--- src/rtl/digit_argmax.sv ---
// rtl/digit_argmax.sv - argmax decision stage over one frame of neuron scores
// Optional feature macro: DIGIT_ARGMAX_MARGIN_EN (adds runner-up tracking and m_margin)
module digit_argmax #(
  parameter int N_CLASSES     = 10,
  parameter int DATA_W        = 32,
  parameter bit SIGNED_SCORES = 1'b0,
  localparam int DW           = $clog2(N_CLASSES)
) (
  input  logic              clk,
  input  logic              rst,
  input  logic              s_valid,
  output logic              s_ready,
  input  logic [DATA_W-1:0] s_score,
  input  logic              s_last,
  output logic              m_valid,
  input  logic              m_ready,
  output logic [DW-1:0]     m_digit,
  output logic [DATA_W-1:0] m_score,
  output logic              m_error
`ifdef DIGIT_ARGMAX_MARGIN_EN
  ,
  output logic [DATA_W-1:0] m_margin
`endif
);

  localparam logic [DW-1:0] LAST_IDX = DW'(N_CLASSES - 1);

  typedef enum logic {COLLECT = 1'b0, RESULT = 1'b1} state_t;

  state_t            state, state_n;
  logic [DW-1:0]     idx;
  logic [DW-1:0]     best_idx, best_idx_n;
  logic [DATA_W-1:0] best, best_n;
  logic              accept, frame_end;
`ifdef DIGIT_ARGMAX_MARGIN_EN
  logic [DATA_W-1:0] runner, runner_n;
`endif

  // Strict greater-than in the configured signedness; ties never win.
  function automatic logic gt(input logic [DATA_W-1:0] a, input logic [DATA_W-1:0] b);
    if (SIGNED_SCORES) return $signed(a) > $signed(b);
    else               return a > b;
  endfunction

  assign accept    = s_valid && s_ready;
  assign frame_end = accept && (s_last || (idx == LAST_IDX));
  assign m_valid   = (state == RESULT);

  // State register; s_ready is registered so it stays low through reset and rises one clock after.
  always_ff @(posedge clk or posedge rst) begin
    if (rst) begin
      state   <= COLLECT;
      s_ready <= 1'b0;
    end else begin
      state   <= state_n;
      s_ready <= (state_n == COLLECT);
    end
  end

  // Next-state: collect until the frame ends, then hold the result until it is taken.
  always_comb begin
    state_n = state;
    case (state)
      COLLECT: if (frame_end) state_n = RESULT;
      RESULT:  if (m_ready)   state_n = COLLECT;
      default: state_n = COLLECT;
    endcase
  end

  // Candidate best/runner-up including the beat currently presented.
  always_comb begin
    best_n     = best;
    best_idx_n = best_idx;
`ifdef DIGIT_ARGMAX_MARGIN_EN
    runner_n   = runner;
`endif
    if (idx == '0) begin
      best_n     = s_score;
      best_idx_n = '0;
`ifdef DIGIT_ARGMAX_MARGIN_EN
      runner_n   = s_score;
`endif
    end else if (gt(s_score, best)) begin
      best_n     = s_score;
      best_idx_n = idx;
`ifdef DIGIT_ARGMAX_MARGIN_EN
      runner_n   = best;
`endif
    end
`ifdef DIGIT_ARGMAX_MARGIN_EN
    else if (gt(s_score, runner)) begin
      runner_n = s_score;
    end
`endif
  end

  // Datapath: fold accepted beats into the running best, publish on frame end.
  always_ff @(posedge clk or posedge rst) begin
    if (rst) begin
      idx      <= '0;
      best     <= '0;
      best_idx <= '0;
      m_digit  <= '0;
      m_score  <= '0;
      m_error  <= 1'b0;
`ifdef DIGIT_ARGMAX_MARGIN_EN
      runner   <= '0;
      m_margin <= '0;
`endif
    end else begin
      if (accept) begin
        best     <= best_n;
        best_idx <= best_idx_n;
`ifdef DIGIT_ARGMAX_MARGIN_EN
        runner   <= runner_n;
`endif
        if (frame_end) begin
          m_digit  <= best_idx_n;
          m_score  <= best_n;
          m_error  <= !(s_last && (idx == LAST_IDX));
`ifdef DIGIT_ARGMAX_MARGIN_EN
          m_margin <= best_n - runner_n;
`endif
        end else begin
          idx <= idx + DW'(1);
        end
      end
      if (m_valid && m_ready) idx <= '0;
    end
  end

endmodule
--- config.mk ---
export PLATFORM = sky130hd
export DESIGN_NAME = digit_argmax
export DESIGN_NICKNAME = d
export VERILOG_FILES = /design/src/rtl/digit_argmax.sv
export SDC_FILE = /design/constraint.sdc
export NUM_CORES = 1
export LEC_CHECK = 0
export ABC_AREA = 1
export BUFFER_PORTS_ARGS = -buffer_cell sky130_fd_sc_hd__clkbuf_2
export CAP_MARGIN = 20
export CORE_ASPECT_RATIO = 0.9
export CORE_UTILIZATION = 50
export DETAILED_ROUTE_END_ITERATION = 7
export PLACE_DENSITY = 0.72
export SETUP_SLACK_MARGIN = 0.02
export SLEW_MARGIN = 10
export SYNTH_ARGS = -nofsm -noshare
export SYNTH_HDL_FRONTEND = slang
export SYNTH_SLANG_ARGS = --single-unit
export TNS_END_PERCENT = 30
--- constraint.sdc ---
create_clock -name clk -period 3.1 [get_ports clk]
set_input_delay 0.31 -clock clk [delete_from_list [all_inputs] [get_ports clk]]
set_output_delay 0.31 -clock clk [all_outputs]
set_load 0.005 [all_outputs]
# After elaboration in Yosys (flattened, before gate mapping)
# Index checks and enable logic that the tools add are counted.
# word_totals
regBits,79
input_bits,37
out_inout_bits,39
# classes
mux,11
eq_ne,2
n_addsub,1
bitwise_logic,2
n_lt_le_gt_ge,1
reduce_logical,10
# ops
op,n
two-way mux 32 bit,2
> comparator 32 bit,1
two-way mux 4 bit,5
adder 4 x 1 -> 4 bit (second input constant),1
== test 4 bit (second input constant),1
logical AND 1 bit,4
logical NOT 4 bit,1
AND reduction 2 bit,2
two-way mux 1 bit,3
inequality test 2 x 1 -> 1 bit (second input constant),1
NOT 1 bit,2
case mux 1 bit (2 select lines),1
nonzero test 2 bit,1
logical NOT 1 bit,1
logical OR 1 bit,1

# Logic depth before layout (Yosys ltp)
# depth
word_depth,6
ltp_mapped,19

# Least setup slack after synthesis
# Ideal clock, no wire load.
# synth_path
path_type,flip-flop to flip-flop
start,reg best[23]
end,reg best[10]
arrival_time_ns,1.778
setup_time_ns,0.118
stages_incl_launch_ff,12
path_slack_ns,1.204
path_cell_list,dfrtp_1 > inv_1 > ha_1 > nand4_1 > nor4_4 > nand2_1 > nand2_2 > buf_6 > buf_6 > nand3_2 > nand3_1 > nand2_1
# synth_between
elab_chain_len,4
# synth_lines
item,line_no,source
"start, declared",33,"logic [DATA_W-1:0] best, best_n;"
"start signal, assigned",112,best <= best_n;
> comparator 32 bit,42,else return a > b;
two-way mux 1 bit,77,if (idx == '0) begin
two-way mux 32 bit,83,"end else if (gt(s_score, best)) begin"
two-way mux 32 bit,77,
# No other way between the ends. The select of a mux whose other input is x is not followed.
# A chain may end at the register's enable or synchronous reset.

# Worst setup path after layout
# layout_path
start,reg best[23]
end,reg m_score[28]
# layout_between
elab_chain_len,4
# layout_lines
item,line_no,source
> comparator 32 bit,42,
two-way mux 1 bit,77,
two-way mux 32 bit,83,
two-way mux 32 bit,77,
"end signal, assigned",119,m_score <= best_n;
"end, declared",18,"output logic [DATA_W-1:0] m_score,"
# No other way between the ends. The select of a mux whose other input is x is not followed.

==> impl_metrics.json <==
{
  "synth_fa_ha_area_share_pct": 9.378,
  "nFillCells": 864,
  "postRouteAntennaNets": 0,
  "portBuffers": 75,
  "path_buf_inv": 2,
  "r2r_setup_slack_ns": 0.70,
  "ys_top_cells_by_count": "220 x nand2_1, 81 x nand3_1, 80 x inv_1",
  "cts_tree": "yes",
  "critPathMaxFanout": 37,
  "track_usage_pct": 24.05,
  "vias_per_cell": 5.106,
  "multiInputGateArea_mm2": 0.002240,
  "finalWirelength_um": 10770,
  "die_w_um": 103.9,
  "fin_util_pct": 58.54,
  "fmax_ghz": 0.4167,
  "synth_top_area_share_pct": 42.34,
  "layout_min_cycle_time_ns": 2.400,
  "max_stage_delay_ns": 0.47,
  "synth-simple-area-share_pct": 35.48,
  "cts_sinks": 79,
  "crit_type": "reg -> reg",
  "relSlewSlack_pct": 48.14,
  "cts_buffer_depth": 2,
  "grt_pass1_vias": 4077,
  "max_cap_viol_count": 0,
  "p_per_area_mw_per_mm2": 986.1,
  "ys_warn_count": 0,
  "layout-drive-gt1-share_pct": 19.88,
  "leakage_nw": 3.078,
  "diodes": 0,
  "holdCritPathClass": "in -> async",
  "worstSetupEndpointType": "register",
  "wl_per_cell_um": 13.45,
  "path_clk_slew_ns": 0.09,
  "numCtsBuffers": 9,
  "ioPinCount": 76,
  "drtIter0Drc": 215,
  "fp-row-count": 33,
  "h-tree-depth": 3,
  "cts_resized": 0,
  "ys_seq_elements": 79,
  "grt_max_degree": 43,
  "finalInstanceArea_mm2": 0.005318,
  "synth_top_cells_by_area": "dfrtp_1 42%, nand2_1 18%, ha_1 9.4%",
  "vias": 4090,
  "syn_area_per_cell_um2": 7.718,
  "finalSetupViolCount": 0,
  "synth_top_area_cell": "dfrtp_1",
  "finalCritPeriodShare_pct": 77.42,
  "synth_xor_area_share_pct": 0,
  "crit_family": "simple AND/OR/NAND/NOR gates",
  "crit_path_start_kind": "register",
  "num-nets-final": 746,
  "drt_pass1_iterations": 5,
  "muxShareOfSynthArea_pct": 0,
  "required_ns": 3.33,
  "final-seq-area_mm2": 0.001977,
  "cts-root-buf": "clkbuf_8",
  "place_congestion": 0.7626,
  "placed_cell_area_mm2": 0.005135,
  "synth_area_mm2": 0.004669,
  "fp.coreArea_mm2": 0.009084,
  "skew_ns": 0.01276,
  "stdcell_count": 801,
  "drc": 0,
  "worstSkewPairLatency_ns": 0.35,
  "dieHeight_um": 93.68,
  "status": "complete, no violations",
  "grt_pass1_wl_um": 18690,
  "final-max-slew-violation-count": 0,
  "rsz0062_at_grt": "false",
  "postCtsSetupRepairBufs": 0,
  "synth.distinct_cells": 24,
  "hold_viol_final": 0,
  "synth_ff_type": "dfrtp_1",
  "slowest_stage": "buf_4",
  "cp.arrival_ns": 2.63,
  "synth-edff-count": 0,
  "cts_hold_buf": 0,
  "seq_area_frac_synth_pct": 42.34,
  "async_flop_share_pct": 100.0,
  "yosys.cell_count.top_type": "nand2_1",
  "synth_top_family_by_area": "simple AND/OR/NAND/NOR gates",
  "area_growth_pct": 13.88,
  "ir_drop_v": 0.0004220,
  "start_util_pct": 51.40,
  "synth_compound_area_share_pct": 3.001,
  "synthCells": 605,
  "dpl.cell_count": 785,
  "final.setup.tns_ns": 0,
  "dp_hpwl_um": 7281,
  "grt_overflow": 0,
  "antenna_found_initial": 0,
  "worstMarginPinSlew_ns": 0.7769,
  "die_area_mm2": 0.009730,
  "synthesis.nets": 677,
  "crit_chain": "inv_1 > ha_1 > nand4_1 > nor4_4 > nand2_1 > nand2_2 > buf_4 > nand3_1 > nand3_1 > nand2_1"
}
==> flip-flops by register name (all words and copies together) (netlist names) <==
signal and cells:
m_digit 4, m_error 1, m_valid 1, best 32, m_score 32, s_ready 1, idx 4, best_idx 4
==> area by class of cell <==
type	count	share of cell area, %
timing repair buffer	82	8.518
inverter	83	5.882
tap	122	2.871
clock inverter	5	0.5882
multi-input combinational	419	42.12
clock buffer	11	2.847
sequential	79	37.18
==> placed cells by master (no fill, tap or decap) <==
cell type | synthesis | final
clkinv_2 | 0 | 4
clkbuf_8 | 0 | 11
nor4_4 | 1 | 1
ha_1 | 35 | 35
nor2_1 | 17 | 17
o21ai_1 | 1 | 1
nand4_1 | 6 | 6
clkbuf_2 | 0 | 75
dfrtp_1 | 79 | 79
nand2_2 | 5 | 5
buf_4 | 2 | 5
inv_2 | 2 | 2
o21a_1 | 1 | 1
nand2_1 | 220 | 220
nand3_2 | 26 | 27
nor2_4 | 1 | 1
clkinv_1 | 1 | 1
clkinvlp_4 | 0 | 1
inv_6 | 0 | 1
a21oi_1 | 15 | 15
inv_1 | 80 | 79
nand3_1 | 81 | 80
o21ai_0 | 9 | 9
a21o_1 | 1 | 1
buf_12 | 1 | 2
==> worst paths after layout <==
check / start / end / cells after the start
setup / recovery: best[23] / m_score[28] / 10
hold / removal: rst / m_score[6] / 2
max in group asynchronous: rst / best[17] / 3
setup reg to reg: best[23] / m_score[28] / 10
min in group clk: s_score[19] / best[19] / 5
hold reg to reg: m_score[26] / m_score[26] / 2
==> metal layers <==
metal / routed length, um / share of wire (%) / GRT usage (%) / vias up
li1: - / - / - / 2043
met1: 4989 / 46 / 30.70 / 1936
met2: 5151 / 48 / 41.56 / 100
met3: 517 / 4.8 / 5.201 / 11
met4: 110 / 1.0 / 6.429 / 0
met5: 0 / 0 / 0 / -
==> stage by stage <==
step           setup WS [ns]  power [mW]  hold WS [ns]
2_1_floorplan         0.7666       3.799        0.4491
3_3_place_gp          0.7130       4.426        0.4441
3_5_place_dp          0.6833       4.538        0.4564
4_1_cts               0.6628       5.280       0.06935
5_1_grt               0.3893       5.771       0.09163
6_report              0.6999       5.244       0.05225
==> where the power goes <==
group / internal (mW) / switching, mW
sequential: 1.51 / 0.264
clock: 0.334 / 0.386
combinational: 0.985 / 1.76
==> cell families after synthesis <==
family                     count (synthesis)
and+or+nand+nor                          357
buffers and inverters                    107
DFF                                       79
adders and majority gates                 35
AOI/OAI and AO/OA                         27
Power figures use the tool's default switching activity.
